--- src/rtl/adpll_pi_filter_gear.sv ---
// Gear-shifted PI loop filter for the ADPLL: saturating integrator,
// saturating DCO code and an acquire/track lock detector.
module adpll_pi_filter_gear #(
  parameter bit DYNAMIC_VAL = 1'b0,
  parameter int ERROR_WIDTH = 8,
  parameter int DCO_CC_WIDTH = 9,
  parameter int KP_WIDTH = 4,
  parameter int KP_FRAC_WIDTH = 2,
  parameter int KI_WIDTH = 6,
  parameter int KI_FRAC_WIDTH = 4,
  parameter int ACC_WIDTH = 16,
  parameter logic [KP_WIDTH-1:0] KP_ACQ = 4'b1000,
  parameter logic [KI_WIDTH-1:0] KI_ACQ = 6'b010000,
  parameter logic [KP_WIDTH-1:0] KP_TRK = 4'b0010,
  parameter logic [KI_WIDTH-1:0] KI_TRK = 6'b000100,
  parameter int LOCK_THRESH = 2,
  parameter int LOCK_COUNT = 16,
  parameter int UNLOCK_THRESH = 8,
  parameter int UNLOCK_COUNT = 4
) (
  input  logic                           gen_clk_i,
  input  logic                           reset_i,
  input  logic signed [ERROR_WIDTH-1:0]  error_i,
  input  logic                           error_valid_i,
  input  logic                           freeze_i,
  input  logic                           clear_i,
  input  logic [KP_WIDTH-1:0]            kp_acq_i,
  input  logic [KI_WIDTH-1:0]            ki_acq_i,
  input  logic [KP_WIDTH-1:0]            kp_trk_i,
  input  logic [KI_WIDTH-1:0]            ki_trk_i,
  output logic signed [DCO_CC_WIDTH-1:0] dco_cc_o,
  output logic                           dco_cc_valid_o,
  output logic                           locked_o,
  output logic                           sat_o
);

  localparam int EW  = ERROR_WIDTH;
  localparam int EW1 = EW + 1;
  localparam int DW  = DCO_CC_WIDTH;
  localparam int AW  = ACC_WIDTH;
  localparam int SH  = KI_FRAC_WIDTH - KP_FRAC_WIDTH;
  localparam int PW  = EW + KP_WIDTH + 1;
  localparam int IW  = EW + KI_WIDTH + 1;
  localparam int AW2 = ((AW > IW) ? AW : IW) + 1;
  localparam int SW  = (((PW + SH) > AW) ? (PW + SH) : AW) + 1;
  localparam int LCW = $clog2(LOCK_COUNT + 1);
  localparam int UCW = $clog2(UNLOCK_COUNT + 1);

  localparam logic [0:0] ST_ACQ = 1'b0;
  localparam logic [0:0] ST_TRK = 1'b1;

  localparam logic [EW:0] LK_TH = EW1'(LOCK_THRESH);
  localparam logic [EW:0] UL_TH = EW1'(UNLOCK_THRESH);
  localparam logic [LCW-1:0] LK_MAX = LCW'(LOCK_COUNT);
  localparam logic [UCW-1:0] UL_MAX = UCW'(UNLOCK_COUNT);

  logic [0:0]             r_state;
  logic signed [AW-1:0]   r_acc;
  logic [LCW-1:0]         r_lk;
  logic [UCW-1:0]         r_ul;
  logic signed [DW-1:0]   r_dco;
  logic                   r_vld;
  logic                   r_sat;

  logic [KP_WIDTH-1:0]    w_kp;
  logic [KI_WIDTH-1:0]    w_ki;
  logic signed [PW-1:0]   w_p;
  logic signed [IW-1:0]   w_iterm;
  logic signed [AW2-1:0]  w_acc_sum;
  logic [AW2-AW:0]        w_acc_top;
  logic                   w_acc_ovf;
  logic signed [AW-1:0]   w_acc_upd;
  logic signed [AW-1:0]   w_acc_eff;
  logic                   w_acc_sat;
  logic signed [SW-1:0]   w_sum;
  logic signed [SW-1:0]   w_shr;
  logic [SW-DW:0]         w_dco_top;
  logic                   w_dco_ovf;
  logic signed [DW-1:0]   w_dco;

  logic signed [EW:0]     w_e_ext;
  logic [EW:0]            w_abs;
  logic                   w_in_lk;
  logic                   w_out_lk;
  logic [LCW-1:0]         w_lk_inc;
  logic [UCW-1:0]         w_ul_inc;
  logic [LCW-1:0]         w_lk_pre;
  logic [UCW-1:0]         w_ul_pre;
  logic                   w_go_trk;
  logic                   w_go_acq;
  logic [0:0]             w_state_nxt;
  logic [LCW-1:0]         w_lk_nxt;
  logic [UCW-1:0]         w_ul_nxt;

  always_comb begin
    w_kp = DYNAMIC_VAL ? kp_acq_i : KP_ACQ;
    w_ki = DYNAMIC_VAL ? ki_acq_i : KI_ACQ;
    if (r_state == ST_TRK) begin
      w_kp = DYNAMIC_VAL ? kp_trk_i : KP_TRK;
      w_ki = DYNAMIC_VAL ? ki_trk_i : KI_TRK;
    end
  end

  assign w_p = PW'(error_i) * PW'($signed({1'b0, w_kp}));
  assign w_iterm = IW'(error_i) * IW'($signed({1'b0, w_ki}));

  // Fits in AW bits only if all bits from the AW-1 sign bit up agree.
  assign w_acc_sum = AW2'(r_acc) + AW2'(w_iterm);
  assign w_acc_top = w_acc_sum[AW2-1:AW-1];
  assign w_acc_ovf = !((&w_acc_top) || !(|w_acc_top));
  assign w_acc_upd = !w_acc_ovf ? w_acc_sum[AW-1:0] :
                     w_acc_sum[AW2-1] ? {1'b1, {(AW-1){1'b0}}} :
                                        {1'b0, {(AW-1){1'b1}}};

  always_comb begin
    w_acc_eff = w_acc_upd;
    if (clear_i) begin
      w_acc_eff = '0;
    end else if (freeze_i) begin
      w_acc_eff = r_acc;
    end
  end

  assign w_acc_sat = w_acc_ovf && !clear_i && !freeze_i;

  assign w_sum = (SW'(w_p) <<< SH) + SW'(w_acc_eff);
  assign w_shr = w_sum >>> KI_FRAC_WIDTH;
  assign w_dco_top = w_shr[SW-1:DW-1];
  assign w_dco_ovf = !((&w_dco_top) || !(|w_dco_top));
  assign w_dco = !w_dco_ovf ? w_shr[DW-1:0] :
                 w_shr[SW-1] ? {1'b1, {(DW-1){1'b0}}} :
                               {1'b0, {(DW-1){1'b1}}};

  assign w_e_ext = {error_i[EW-1], error_i};
  assign w_abs = w_e_ext[EW] ? $unsigned(-w_e_ext) : $unsigned(w_e_ext);
  assign w_in_lk = (w_abs <= LK_TH);
  assign w_out_lk = (w_abs > UL_TH);

  assign w_lk_inc = (r_lk == LK_MAX) ? r_lk : r_lk + LCW'(1);
  assign w_ul_inc = (r_ul == UL_MAX) ? r_ul : r_ul + UCW'(1);
  assign w_lk_pre = w_in_lk ? w_lk_inc : '0;
  assign w_ul_pre = w_out_lk ? w_ul_inc : '0;
  assign w_go_trk = (r_state == ST_ACQ) && (w_lk_pre == LK_MAX);
  assign w_go_acq = (r_state == ST_TRK) && (w_ul_pre == UL_MAX);

  always_comb begin
    w_state_nxt = r_state;
    w_lk_nxt = w_lk_pre;
    w_ul_nxt = w_ul_pre;
    unique case (1'b1)
      w_go_trk: begin
        w_state_nxt = ST_TRK;
        w_lk_nxt = '0;
        w_ul_nxt = '0;
      end
      w_go_acq: begin
        w_state_nxt = ST_ACQ;
        w_lk_nxt = '0;
        w_ul_nxt = '0;
      end
      default: ;
    endcase
  end

  always_ff @(posedge gen_clk_i or posedge reset_i) begin
    if (reset_i) begin
      r_state <= ST_ACQ;
      r_acc <= '0;
      r_lk <= '0;
      r_ul <= '0;
      r_dco <= '0;
      r_vld <= 1'b0;
      r_sat <= 1'b0;
    end else begin
      r_vld <= error_valid_i;
      if (clear_i) begin
        r_state <= ST_ACQ;
        r_acc <= '0;
        r_lk <= '0;
        r_ul <= '0;
      end else if (error_valid_i && !freeze_i) begin
        r_state <= w_state_nxt;
        r_acc <= w_acc_upd;
        r_lk <= w_lk_nxt;
        r_ul <= w_ul_nxt;
      end
      if (error_valid_i) begin
        r_dco <= w_dco;
        r_sat <= w_dco_ovf || w_acc_sat;
      end
    end
  end

  assign dco_cc_o = r_dco;
  assign dco_cc_valid_o = r_vld;
  assign locked_o = (r_state == ST_TRK);
  assign sat_o = r_sat;

endmodule

--- config.mk ---
export PLATFORM = sky130hd
export DESIGN_NAME = adpll_pi_filter_gear
export DESIGN_NICKNAME = d
export VERILOG_FILES = /design/src/rtl/adpll_pi_filter_gear.sv
export SDC_FILE = /design/constraint.sdc
export NUM_CORES = 1
export LEC_CHECK = 0
export ABC_CLOCK_PERIOD_IN_PS = 14510
export CAP_MARGIN = 20
export CORE_ASPECT_RATIO = 1.5
export CORE_UTILIZATION = 32
export CTS_CLUSTER_SIZE = 20
export DETAILED_ROUTE_END_ITERATION = 10
export DONT_BUFFER_PORTS = 1
export HOLD_SLACK_MARGIN = 0.03
export PLACE_DENSITY = 0.43
export SYNTH_ARGS = -nofsm -noshare
export SYNTH_HDL_FRONTEND = slang
export SYNTH_SLANG_ARGS = --single-unit
--- constraint.sdc ---
create_clock -name gen_clk_i -period 14.51 [get_ports gen_clk_i]
set_input_delay 2.902 -clock gen_clk_i [delete_from_list [all_inputs] [get_ports gen_clk_i]]
set_output_delay 2.902 -clock gen_clk_i [all_outputs]
set_load 0.05 [all_outputs]
==> summary.md <==
| Metric | Value |
|---|---|
| Most frequent cells in the layout | ha_1, inv_1, a21oi_1 |
| R2R Path Start | locked_o |
| Buffer and inverter count on the worst path | 1 |
| Final setup viols | 0 |
| Residual DRC | 0 |
| Hold Buf Count CTS | 0 |
| Port Buffers | 0 |
| Crit-path slowest cell | fa_1 |
| Fin cells | around 670 |
| Row count | 50 |
| HPWL after DPL | around 9300 um |
| CTS buffer count | 5 |
| Synth warn | 0 |
| Vias after detailed routing | 3,617 |
| RSZ-0062 raised after global routing | no |
| Full die area | 0.0133 mm2 |
| Num ports | 45 |
| Max Cap Viol | 0 |
| Post-layout util | 35.5% |
| Crit path max-delay family | compound AO/OA/AOI/OAI gates |
| Avg Cell Area, Syn | 8.05 um2 |
| Register area share after synthesis | 20.6% |
| Run status | finished, final reports clean |
| Area post-placement | 0.00431 mm2 |
| Cell Pwr Density | 126 mW/mm2 |
| Hold Fails Final Rpt | 0 |
| CTS tree | yes |
| Worst IR Drop VDD | 0.0440 mV |
| Pleak | roughly 2.1 nW |
| Starting density of the core | 32.9% |
| FMAX | 114 MHz |
| Initial DRC count | 110 |
| Synth area leader | dfrtp_1 |
| Nets | slightly above 600 |
| Worst-Margin Slew | 678 ps |
| Critical path data arrival time | 8940 ps |
| Vias in the first global route | 3,575 |
| # resized after CTS | 0 |
| First-pass DRT Iterations | 4 |
| First-pass GRT wire length | 18,400 um |
| Largest net degree at the start of global routing | 25 |
| Layout area overhead | 7.83% |
| Synth area leaders | dfrtp_1, ha_1, a21oi_1 |
| Max stage delay on crit path | 530 ps |
| Worst hold start | r_acc[2] |
| Synth async-reset ratio | 100% |
| # diodes | 0 |
| Layout cells sized above 1 | a little under 6% |
| Placed Instances | 662 |
| Crit Path Max Fanout | 12 |
| DRT antenna net count | 0 |
| Clk_skew | 9.19 ps |
| Final worst path period need | between 8000 and 9000 ps |
| Layout fillers | roughly 1,300 |
| WS Path Type | primary input to flip-flop |
| DR WL/cell | between 15 and 20 um |
| Worst Path Required | 14,680 ps |
| Bufs on Longest Clock Path | 2 |
| Final weighted congestion in routability-driven placement | 0.842 |
| Yosys reg bits | 34 |
| Clock sink count | 34 |
| Post-Route Setup TNS | 0 ps |
| GR Overflow Total | 0 |
| Number of synthesized flops with an enable pin | 0 |
| Via/cell ratio | about 5.4 |
| Critical Path End Type | flip-flop |
| Crit start category | primary input |
| Post-synthesis cell type count | 63 |
| Worst min path class | flip-flop to flip-flop |
| Clk_lat worst skew | 290 ps |
| Max-slew headroom | between 50% and 60% |
| Clk slew on worst S/H paths | 60 ps |
| Initial antenna violation count | 0 |
| DRT Wirelength | 11,400 um |
| Total power | 561 uW |
| Fin area | 0.00444 mm2 |
| Period Utilization, post-route | 60.5% |
| Commonest non-fill, non-tap cell in the layout | ha_1 |
| Setup crit start | error_i[7] |
| Root buffer cell | clkbuf_16 |
| Main synth FF type | dfrtp_1 |
| CTS H-tree depth | 2 |
| Mapped cell area | 0.00412 mm2 |
| Core area | 0.0125 mm2 |
| # Post-CTS Setup Buffers | 0 |
| Slew Viols, Final | 0 |
| Die span in y | approximately 140 um |
| Cells after synthesis | roughly 510 |
| Tot GR Track Use | 18.2% |
| Top cell by count, worst path | o21ai_0 |
| Chip width | 94.7 um |
| Share of the synthesized area in the top cell type | 20.6% |
-- cells in the mapped netlist (all sizes together) (2+ instances only) --
master and n:
clkbuf 15, and3 4, mux2i 3, mux2 5
o2111ai 2, xnor2 18, a21oi 55, nand3b 2
o31ai 4, nand4 4, nand2 42, nor2 43
a21o 11, fa 9, a31oi 9, a2111oi 2
a32o 3, nor2b 2, o211ai 8, nand2b 4
a221o 8, a211oi 6, conb 2, o21ai 43
o21a 3, o211a 3, nor3 6, or2 4
o22ai 4, a22o 4, or4 2, xor2 11
o21bai 5, ha 53, dfrtp 34, nor3b 3
and2 2, nand3 9, inv 52
-- per-layer routing --
layer  global-route usage, %  vias up  share of wire, %
li1                        -     1830                 -
met4                    6.06        0               2.1
met2                    35.9       46                55
met5                       0        -                 0
met3                    2.27       11               1.9
met1                    19.0     1730                41
-- registers in the layout, summed over array words and instances, names as in the netlist --
| register | count |
|---|---|
| r_acc | 14 |
| dco_cc_o | 9 |
| r_lk | 5 |
| r_ul | 3 |
| dco_cc_valid_o | 1 |
| locked_o | 1 |
| sat_o | 1 |
-- worst paths after layout --
kind,to,slack (ps),depth (start not counted)
worst max-delay path,dco_cc_o[0],5730,25
worst min-delay path,r_acc[2],500,2
worst max register to register,dco_cc_o[0],7630,27
worst min register to register,r_acc[2],500,2
max in group asynchronous,dco_cc_o[0],11170,2
min in group asynchronous,r_acc[13],2600,1
-- cells by family after synthesis --
kind of cell / after synthesis / share of synthesized area (%)
AOI/OAI and AO/OA: 177 / 28.9
DFF: 34 / 20.6
muxes: 8 / 2.19
buffers and inverters: 68 / 6.19
and+or+nand+nor: 131 / 15.0
adders and majority gates: 63 / 20.7
xor gates and xnor gates: 29 / 6.16
other: 2 / 0.182
-- per-stage QoR --
stage | setup WS (ps) | hold WS [ps]
floorplan | 5950 | 456
global placement | 5350 | 468
detailed placement | 5400 | 481
CTS | 5670 | 494
global route | 5000 | 536
finish | 5730 | 500
-- worst reg2reg max path, cell delays in order, from the launching register on --
cell,delay [ps]
dfrtp_1,460
buf_4,320
mux2_2,370
ha_1,310
inv_1,80
fa_1,410
inv_1,70
ha_1,210
o21ai_0,150
o21ai_1,410
nand4_1,250
a2bb2oi_1,270
nand2_1,380
o21ai_0,250
nor2_1,60
a21oi_1,220
nor2_1,80
ha_1,400
nand3_1,130
a31oi_1,90
o21a_1,170
o21ai_0,200
a21oi_1,110
o21ai_0,190
o41ai_2,140
o31ai_2,500
a21oi_4,170
a221o_1,350
-- power breakdown --
part           leakage (nW)  switching (mW)  internal [mW]
Clock                0.0694          0.0445         0.0621
Combinational          1.59           0.170          0.114
Sequential            0.439          0.0576          0.112
Total                  2.10           0.272          0.288
-- area by class of cell --
cell class / count / area, um2 / share of cell area (%)
clock buffers: 5 / 125 / 2.82
flip-flops and latches: 34 / 851 / 19.1
multi-input cells: 417 / 3040 / 68.5
clock inverters: 2 / 10.0 / 0.225
inverters: 52 / 195 / 4.39
repair buffers: 3 / 22.5 / 0.507
well taps: 156 / 195 / 4.39
Power figures use the tool's default switching activity.
